--- src/rtl/vga_fb_arbiter.sv ---
// Framebuffer RAM arbiter: 2x-scaled VGA scanout prefetch FIFO plus writer port.
// Define VGA_ARB_STATS_EN to add underrun_cnt / wr_stall_cnt counters.
module vga_fb_arbiter #(
  parameter int ADDR_W     = 17,
  parameter int DATA_W     = 8,
  parameter int H_PIX      = 320,
  parameter int V_PIX      = 240,
  parameter int VACTIVE    = 480,
  parameter int FIFO_DEPTH = 8,
  parameter int LOW_WATER  = 4
) (
  input  logic              vgaclk,
  input  logic              rst_n,
  input  logic [9:0]        counter_H,
  input  logic [9:0]        counter_V,
  input  logic              vga_blank,
  output logic [ADDR_W-1:0] mem_addr,
  output logic              mem_we,
  output logic [DATA_W-1:0] mem_wdata,
  input  logic [DATA_W-1:0] mem_rdata,
  input  logic              wr_valid,
  output logic              wr_ready,
  input  logic [ADDR_W-1:0] wr_addr,
  input  logic [DATA_W-1:0] wr_data,
  output logic [DATA_W-1:0] pix_data,
  output logic              underrun
`ifdef VGA_ARB_STATS_EN
  ,
  output logic [15:0]       underrun_cnt,
  output logic [15:0]       wr_stall_cnt
`endif
);

  localparam int FX_W  = $clog2(H_PIX);
  localparam int FY_W  = $clog2(V_PIX);
  localparam int PTR_W = $clog2(FIFO_DEPTH);
  localparam int CNT_W = PTR_W + 1;

  localparam logic [1:0] S_DONE  = 2'd0;
  localparam logic [1:0] S_FLUSH = 2'd1;
  localparam logic [1:0] S_FETCH = 2'd2;

  localparam logic [FX_W-1:0]   L_FX_LAST = FX_W'(H_PIX - 1);
  localparam logic [FY_W-1:0]   L_FY_LAST = FY_W'(V_PIX - 1);
  localparam logic [ADDR_W-1:0] L_LINE    = ADDR_W'(H_PIX);
  localparam logic [CNT_W:0]    L_DEPTH   = (CNT_W+1)'(FIFO_DEPTH);
  localparam logic [CNT_W:0]    L_LOW     = (CNT_W+1)'(LOW_WATER);
  localparam logic [9:0]        L_VRST    = 10'(VACTIVE);

  logic [1:0]        r_state;
  logic [1:0]        w_state_nx;
  logic [FX_W-1:0]   r_fx;
  logic [FY_W-1:0]   r_fy;
  logic              r_rep;
  logic [ADDR_W-1:0] r_line_base;
  logic              r_inflight;
  logic [DATA_W-1:0] r_mem [FIFO_DEPTH];
  logic [PTR_W-1:0]  r_wp;
  logic [PTR_W-1:0]  r_rp;
  logic [CNT_W-1:0]  r_count;
  logic              r_underrun;

  logic              w_restart;
  logic              w_flush;
  logic              w_fetch;
  logic [CNT_W:0]    w_occ;
  logic              w_need;
  logic              w_urgent;
  logic              w_wr_go;
  logic              w_rd_go;
  logic              w_last_fx;
  logic              w_final;
  logic [ADDR_W-1:0] w_fetch_addr;
  logic              w_push;
  logic              w_pop;
  logic              w_empty;
  logic              w_pop_ok;
  logic              w_pop_empty;

  assign w_restart = (counter_V == L_VRST) && (counter_H == 10'd0);
  assign w_flush   = (r_state == S_FLUSH);
  assign w_fetch   = (r_state == S_FETCH);

  // In-flight read counts as occupied so a push never meets a full FIFO
  assign w_occ    = {1'b0, r_count} + {{CNT_W{1'b0}}, r_inflight};
  assign w_need   = w_fetch && (w_occ < L_DEPTH);
  assign w_urgent = w_need && (w_occ < L_LOW);

  assign w_wr_go = wr_valid && !w_urgent && !w_flush;
  assign w_rd_go = w_urgent || (w_need && !w_wr_go);

  assign w_last_fx    = (r_fx == L_FX_LAST);
  assign w_final      = w_last_fx && r_rep && (r_fy == L_FY_LAST);
  assign w_fetch_addr = r_line_base + ADDR_W'(r_fx);

  assign wr_ready  = w_wr_go;
  assign mem_we    = w_wr_go;
  assign mem_wdata = w_wr_go ? wr_data : '0;
  assign mem_addr  = w_wr_go ? wr_addr
                   : (w_rd_go ? w_fetch_addr : '0);

  assign w_push      = r_inflight && !w_flush;
  assign w_pop       = vga_blank && counter_H[0];
  assign w_empty     = (r_count == '0);
  assign w_pop_ok    = w_pop && !w_empty;
  assign w_pop_empty = w_pop && w_empty;

  assign pix_data = (vga_blank && !w_empty) ? r_mem[r_rp] : '0;
  assign underrun = r_underrun;

  always_comb begin
    w_state_nx = r_state;
    if (w_restart)
      w_state_nx = S_FLUSH;
    else if (w_flush)
      w_state_nx = S_FETCH;
    else if (w_fetch && w_rd_go && w_final)
      w_state_nx = S_DONE;
  end

  always_ff @(posedge vgaclk or negedge rst_n) begin
    if (!rst_n) begin
      r_state    <= S_DONE;
      r_inflight <= 1'b0;
      r_underrun <= 1'b0;
    end else begin
      r_state    <= w_state_nx;
      r_inflight <= w_rd_go;
      if (w_pop_empty)
        r_underrun <= 1'b1;
    end
  end

  // Each source line is fetched twice (rep) before advancing
  always_ff @(posedge vgaclk or negedge rst_n) begin
    if (!rst_n) begin
      r_fx        <= '0;
      r_fy        <= '0;
      r_rep       <= 1'b0;
      r_line_base <= '0;
    end else if (w_flush) begin
      r_fx        <= '0;
      r_fy        <= '0;
      r_rep       <= 1'b0;
      r_line_base <= '0;
    end else if (w_rd_go) begin
      if (w_last_fx) begin
        r_fx <= '0;
        if (!r_rep) begin
          r_rep <= 1'b1;
        end else begin
          r_rep       <= 1'b0;
          r_fy        <= r_fy + 1'b1;
          r_line_base <= r_line_base + L_LINE;
        end
      end else begin
        r_fx <= r_fx + 1'b1;
      end
    end
  end

  always_ff @(posedge vgaclk or negedge rst_n) begin
    if (!rst_n) begin
      r_wp    <= '0;
      r_rp    <= '0;
      r_count <= '0;
    end else if (w_flush) begin
      r_wp    <= '0;
      r_rp    <= '0;
      r_count <= '0;
    end else begin
      if (w_push)
        r_wp <= r_wp + 1'b1;
      if (w_pop_ok)
        r_rp <= r_rp + 1'b1;
      if (w_push && !w_pop_ok)
        r_count <= r_count + 1'b1;
      else if (!w_push && w_pop_ok)
        r_count <= r_count - 1'b1;
    end
  end

  always_ff @(posedge vgaclk) begin
    if (w_push)
      r_mem[r_wp] <= mem_rdata;
  end

`ifdef VGA_ARB_STATS_EN
  always_ff @(posedge vgaclk or negedge rst_n) begin
    if (!rst_n) begin
      underrun_cnt <= '0;
      wr_stall_cnt <= '0;
    end else begin
      if (w_pop_empty && (underrun_cnt != 16'hFFFF))
        underrun_cnt <= underrun_cnt + 16'd1;
      if (wr_valid && !w_wr_go && (wr_stall_cnt != 16'hFFFF))
        wr_stall_cnt <= wr_stall_cnt + 16'd1;
    end
  end
`endif

endmodule

--- config.mk ---
export PLATFORM = sky130hd
export DESIGN_NAME = vga_fb_arbiter
export DESIGN_NICKNAME = d
export VERILOG_FILES = /design/src/rtl/vga_fb_arbiter.sv
export SDC_FILE = /design/constraint.sdc
export NUM_CORES = 1
export LEC_CHECK = 0
export ABC_AREA = 1
export CAP_MARGIN = 20
export CORE_MARGIN = 2
export CORE_UTILIZATION = 53
export DETAILED_ROUTE_END_ITERATION = 10
export PLACE_DENSITY_LB_ADDON = 0.3
export SLEW_MARGIN = 30
export SYNTH_ARGS = -nofsm -noshare
export SYNTH_HDL_FRONTEND = slang
export SYNTH_SLANG_ARGS = --single-unit
--- constraint.sdc ---
create_clock -name vgaclk -period 3.77 [get_ports vgaclk]
set_clock_uncertainty 0.1 [all_clocks]
set_input_delay 0.754 -clock vgaclk [delete_from_list [all_inputs] [get_ports vgaclk]]
set_output_delay 0.754 -clock vgaclk [all_outputs]
set_load 0.05 [all_outputs]
# After elaboration in Yosys (flattened, before gate mapping)

Memories as Yosys holds them, arrays and structs flattened.
Cells that the tools add are included.

Add/sub/neg operators: 9
$lt $le $gt $ge: 2
Equal/unequal tests: 5
Reductions and logical operators: 35
Multiplexer cells: 31

Operator list:

| kind                    | number |
|---|---|
| $mux W17                | 6 |
| $mux W8                 | 6 |
| $mux W9                 | 3 |
| $add A17 B9 Y17         | 1 |
| $add A17 B9 Y17 const B | 1 |
| $logic_and A1 B1 Y1     | 17 |
| $mux W3                 | 4 |
| $mux W4                 | 3 |
| $eq A10 B9 Y1 const B   | 1 |
| $logic_not A10 Y1       | 1 |
| $reduce_bool A2 Y1      | 5 |
| $add A9 B1 Y9 const B   | 1 |
| $eq A9 B9 Y1 const B    | 1 |
| $add A8 B1 Y8 const B   | 1 |
| $eq A8 B8 Y1 const B    | 1 |
| $add A3 B1 Y3 const B   | 2 |
| $logic_not A1 Y1        | 6 |
| $mux W1                 | 6 |
| $mux W2                 | 3 |
| $reduce_bool A3 Y1      | 2 |
| $add A4 B1 Y5           | 1 |
| $lt A5 B3 Y1 const B    | 1 |
| $lt A5 B4 Y1 const B    | 1 |
| $add A4 B1 Y4 const B   | 1 |
| other kinds (7)         | 7 |

Output and inout bits: 36
Logic and storage cells: 93
Memories: 1
Bits in writable memories: 64
Bits in registers: 49

Memories:

| memory | depth | width | rd ports | clocked after memory_dff | write ports | line | RTL |
|---|---|---|---|---|---|---|---|
| r_mem  | 8     | 8     | 1        | 0                        | 1           | 57   | `logic [DATA_W-1:0] r_mem [FIFO_DEPTH];` |

# Depth between registers and ports, before layout

Word-level depth: 15
Mapped depth: 12
Depth with buffers taken out: 12

# Worst setup path before layout

Ideal clock, no wire load.

Path kind: in2out
From: input port wr_valid
To: output port mem_addr[7]
Arrival time: 2.429 ns
Stages: 6
Buffers on the path: 1
Data required time: 2.916 ns
Path slack: 0.487 ns
Cell sequence: inv_1 -> nor2_4 -> nand2_4 -> nand2_4 -> buf_2 -> o31ai_1

Longest elaborated chain between the ends: 7

Ends and longest elaborated chain:

| item                               | line | RTL |
|---|---|---|
| start, declared                    | 21   | `input logic wr_valid,` |
| $logic_and A1 B1 Y1 * (2 in a row) | 89   | `assign w_wr_go = wr_valid && !w_urgent && !w_flush;` |
| $logic_not A1 Y1                   | 90   | `assign w_rd_go = w_urgent \|\| (w_need && !w_wr_go);` |
| $logic_and A1 B1 Y1                | 90   |  |
| $logic_or A1 B1 Y1                 | 90   |  |
| $mux W17                           | 100  | `: (w_rd_go ? w_fetch_addr : '0);` |
| $mux W17 *                         | 99   | `assign mem_addr = w_wr_go ? wr_addr` |
| end, declared                      | 17   | `output logic [ADDR_W-1:0] mem_addr,` |

Every way passes the cells marked *; elsewhere a longest branch is shown, timed or not.

# Final worst setup path

From: register r_rp[0]
To: output port pix_data[4]

Longest elaborated chain between the ends: 2

Ends and longest elaborated chain:

| item                   | line | RTL |
|---|---|---|
| start, declared        | 59   | `logic [PTR_W-1:0] r_rp;` |
| start signal, assigned | 175  | `r_rp <= r_rp + 1'b1;` |
| $mem_v2 Z8 W8          | --   |  |
| $mux W8                | 108  | `assign pix_data = (vga_blank && !w_empty) ? r_mem[r_rp] : '0;` |
| end, declared          | 25   | `output logic [DATA_W-1:0] pix_data,` |

Every way passes these cells.

==> results.py <==
metrics = {
    "logic_synthesis": {
        "synthFlopType": "edfxtp_1",
        "synth.avg_cell_area_um2": 8.481,
        "ys_seq_elements": 107,
        "netlist_instances": 691,
        "ys_async_sr_fraction_pct": 40.19,
        "synth_area_leaders": "edfxtp_1 (33%), dfrtp_1 (18%), nand2_1 (9.4%)",
        "syn_area_um2": 5861,
        "ys_seq_area_share_pct": 51.15,
        "synth_cell_type_count": 38,
        "synth_edf_count": 64,
        "ys_warn_count": 0,
        "yosysTopAreaCell": "edfxtp_1",
        "synth_top_area_share_pct": 32.79,
        "syn-num-nets": 760,
    },
    "pwr": {
        "switching_share_pct": 24.60,
        "leakage_uw": 0.002981,
        "clkPwrFrac_pct": 31.7,
        "seq_power_share_pct": 59.0,
        "power.internal_uw": 1586,
        "pwr_density_cell_nw_per_um2": 296.9,
        "ir_drop_mv": 0.1698,
        "switchingPower_uw": 517.5,
        "comb_power_share_pct": 9.3,
        "power_uw": 2104,
    },
    "sta": {
        "period_needed_ns": 3.398,
        "whs_ns": 0.2643,
        "slew_violations": 0,
        "period_share_pct": 90.14,
        "tns_ns": 0,
        "max_freq_mhz": 294.3,
        "setup_viol": 0,
        "rsz0062_at_grt": "false",
        "finalHoldViolCount": 0,
        "slew_headroom_pct": 35.07,
        "worst_pin_slew_ns": 0.9704,
    },
    "detailed_routing": {
        "drt_iter0_markers": 413,
        "dr.pass1.iters": 6,
        "ant_nets": 0,
        "vias": 4983,
        "routed_wl_um": 13640,
        "routedWlPerCell_um": 14.84,
        "via_per_inst": 5.422,
        "route.detailed.drc": 0,
    },
    "placed_design": {
        "hpwl_um": 9727,
        "portBuffers": 92,
        "place_congestion": 0.9341,
    },
    "global_routing": {
        "grt_pass1_wl_um": 22140,
        "grt_pass1_vias": 4753,
        "grt_max_degree": 44,
        "gr-usage-all-layers_pct": 23.95,
        "overflow": 0,
        "antenna_found_initial": 0,
    },
    "floorplanning": {
        "initial_core_util_pct": 54.30,
        "die_area_um2": 11910,
        "core_um2": 10790,
        "die_height_um": 109.2,
        "core.rowCount": 38,
        "dieWidth_um": 109.2,
        "io_pins": 93,
    },
    "cts": {
        "htreeDepth": 3,
        "clock-sinks": 107,
        "clockBufferDepth": 2,
        "cts_tree": "done",
        "clk_pin_slew_ns": 0.11,
        "clockRootBuffer": "clkbuf_8",
        "cts_buffers": 9,
        "cts_resized": 0,
        "clkLatencyLatePin_ns": 0.37,
        "cts.repair_timing.setup_buffer_count": 0,
        "postCtsHoldBufs": 0,
    },
    "worst_setup_path": {
        "cp_data_arrival_time_ns": 2.54,
        "ff2ff_setup_slack_ns": 1.38,
        "crit_required_ns": 2.92,
        "critPathMaxFanout": 15,
        "startpoint_type": "flip-flop",
        "endpoint_kind": "output pin",
        "criticalPathCategory": "reg -> out",
    },
    "cells_and_area": {
        "final_layout_size_suffix_gt1_share_pct": 11.30,
        "diodes": 0,
        "layout_commonest_cell": "nand2_1",
        "nNetsFinal": 843,
        "mostFrequentLayoutCells": "nand2_1 (146), nor2_1 (108), inv_1 (71), o21ai_0 (67), clkdlybuf4s50_1 (65)",
        "area_growth_pct": 20.90,
    },
    "run_status": {
        "run_status": "complete, no violations",
    },
    "run": {
        "cap_violations": 0,
    },
    "worst_hold_path": {
        "min-delay-path-class": "in -> async",
    },
}
==> power groups by stage <==
stage,logic [uW],registers (uW),clock network (uW)
CTS,198,1240,676
detailed placement,197,1270,0
finish,195,1240,667
global route,208,1240,713
global placement,195,1270,0
floorplan,77.7,1270,0
==> registers in the layout, indices dropped and copies added (netlist names) <==
name	count
r_count	4
r_fy	8
r_mem	64
r_state	2
r_inflight	1
r_fx	9
r_line_base	11
r_rp	3
r_wp	3
underrun	1
r_rep	1
==> layout make-up <==
type                       instances  area, um2
clock buffer                       9      123.9
clock inverter                     7      61.31
fill                             893       3707
inverter                          75      281.5
multi-input combinational        485       2450
sequential                       107       2998
tap                              140      175.2
timing repair buffer              96      996.0
==> worst paths after layout <==
path | cells past startpoint | endpoint | startpoint
max | 6 | pix_data[4] | r_rp[0]
min | 1 | r_fx[5] | rst_n
max reg2reg | 12 | r_count[3] | r_count[2]
min reg2reg | 1 | underrun | underrun
max in group asynchronous | 1 | r_wp[0] | rst_n
min in group vgaclk | 1 | underrun | underrun
==> critical path, cell delays in order, from the launching register on <==
cell and delay, ns:
dfrtp_1 0.71, inv_1 0.24, o21ai_0 0.19, o21ai_0 0.09
o21ai_0 0.18, nor2_1 0.07, clkdlybuf4s50_1 0.70
==> through the flow <==
step	utilization (%)	area, um2	setup WS, ns	cells
after CTS	65.58	7078	0.3898	919
after floorplan	-	5861	0.4868	691
after global routing	65.65	7086	0.2213	919
after global placement	63.84	6890	0.4840	903
after detailed placement	63.87	6893	0.4686	903
final	65.65	7086	0.3719	919
==> cell families after synthesis <==
group	synth area share [%]
other	0.06399
adders and majority gates	2.690
AOI/OAI and AO/OA	11.46
and+or+nand+nor	24.89
xor gates and xnor gates	1.196
buffers and inverters	7.173
DFF	51.15
muxes	1.366
==> cell usage after synthesis (all sizes together), types with 3 or more instances <==
library cell  number
nand2            154
nor2             116
o21ai             86
inv               75
edfxtp            64
nand3             55
dfrtp             43
buf               16
ha                11
o22ai             10
a21oi              8
clkbuf             8
mux2i              8
nand4              6
xor2               6
or2                5
o31ai              4
nor3               3
o21bai             3
==> routing by layer <==
layer	vias to the layer above	wire (um)	global-route usage (%)
li1	2445	-	-
met1	2329	5875	31.81
met2	187	6854	40.82
met3	22	727	3.048
met4	0	181	7.784
met5	-	0	0
No activity file was read; power rests on OpenSTA's default activity.
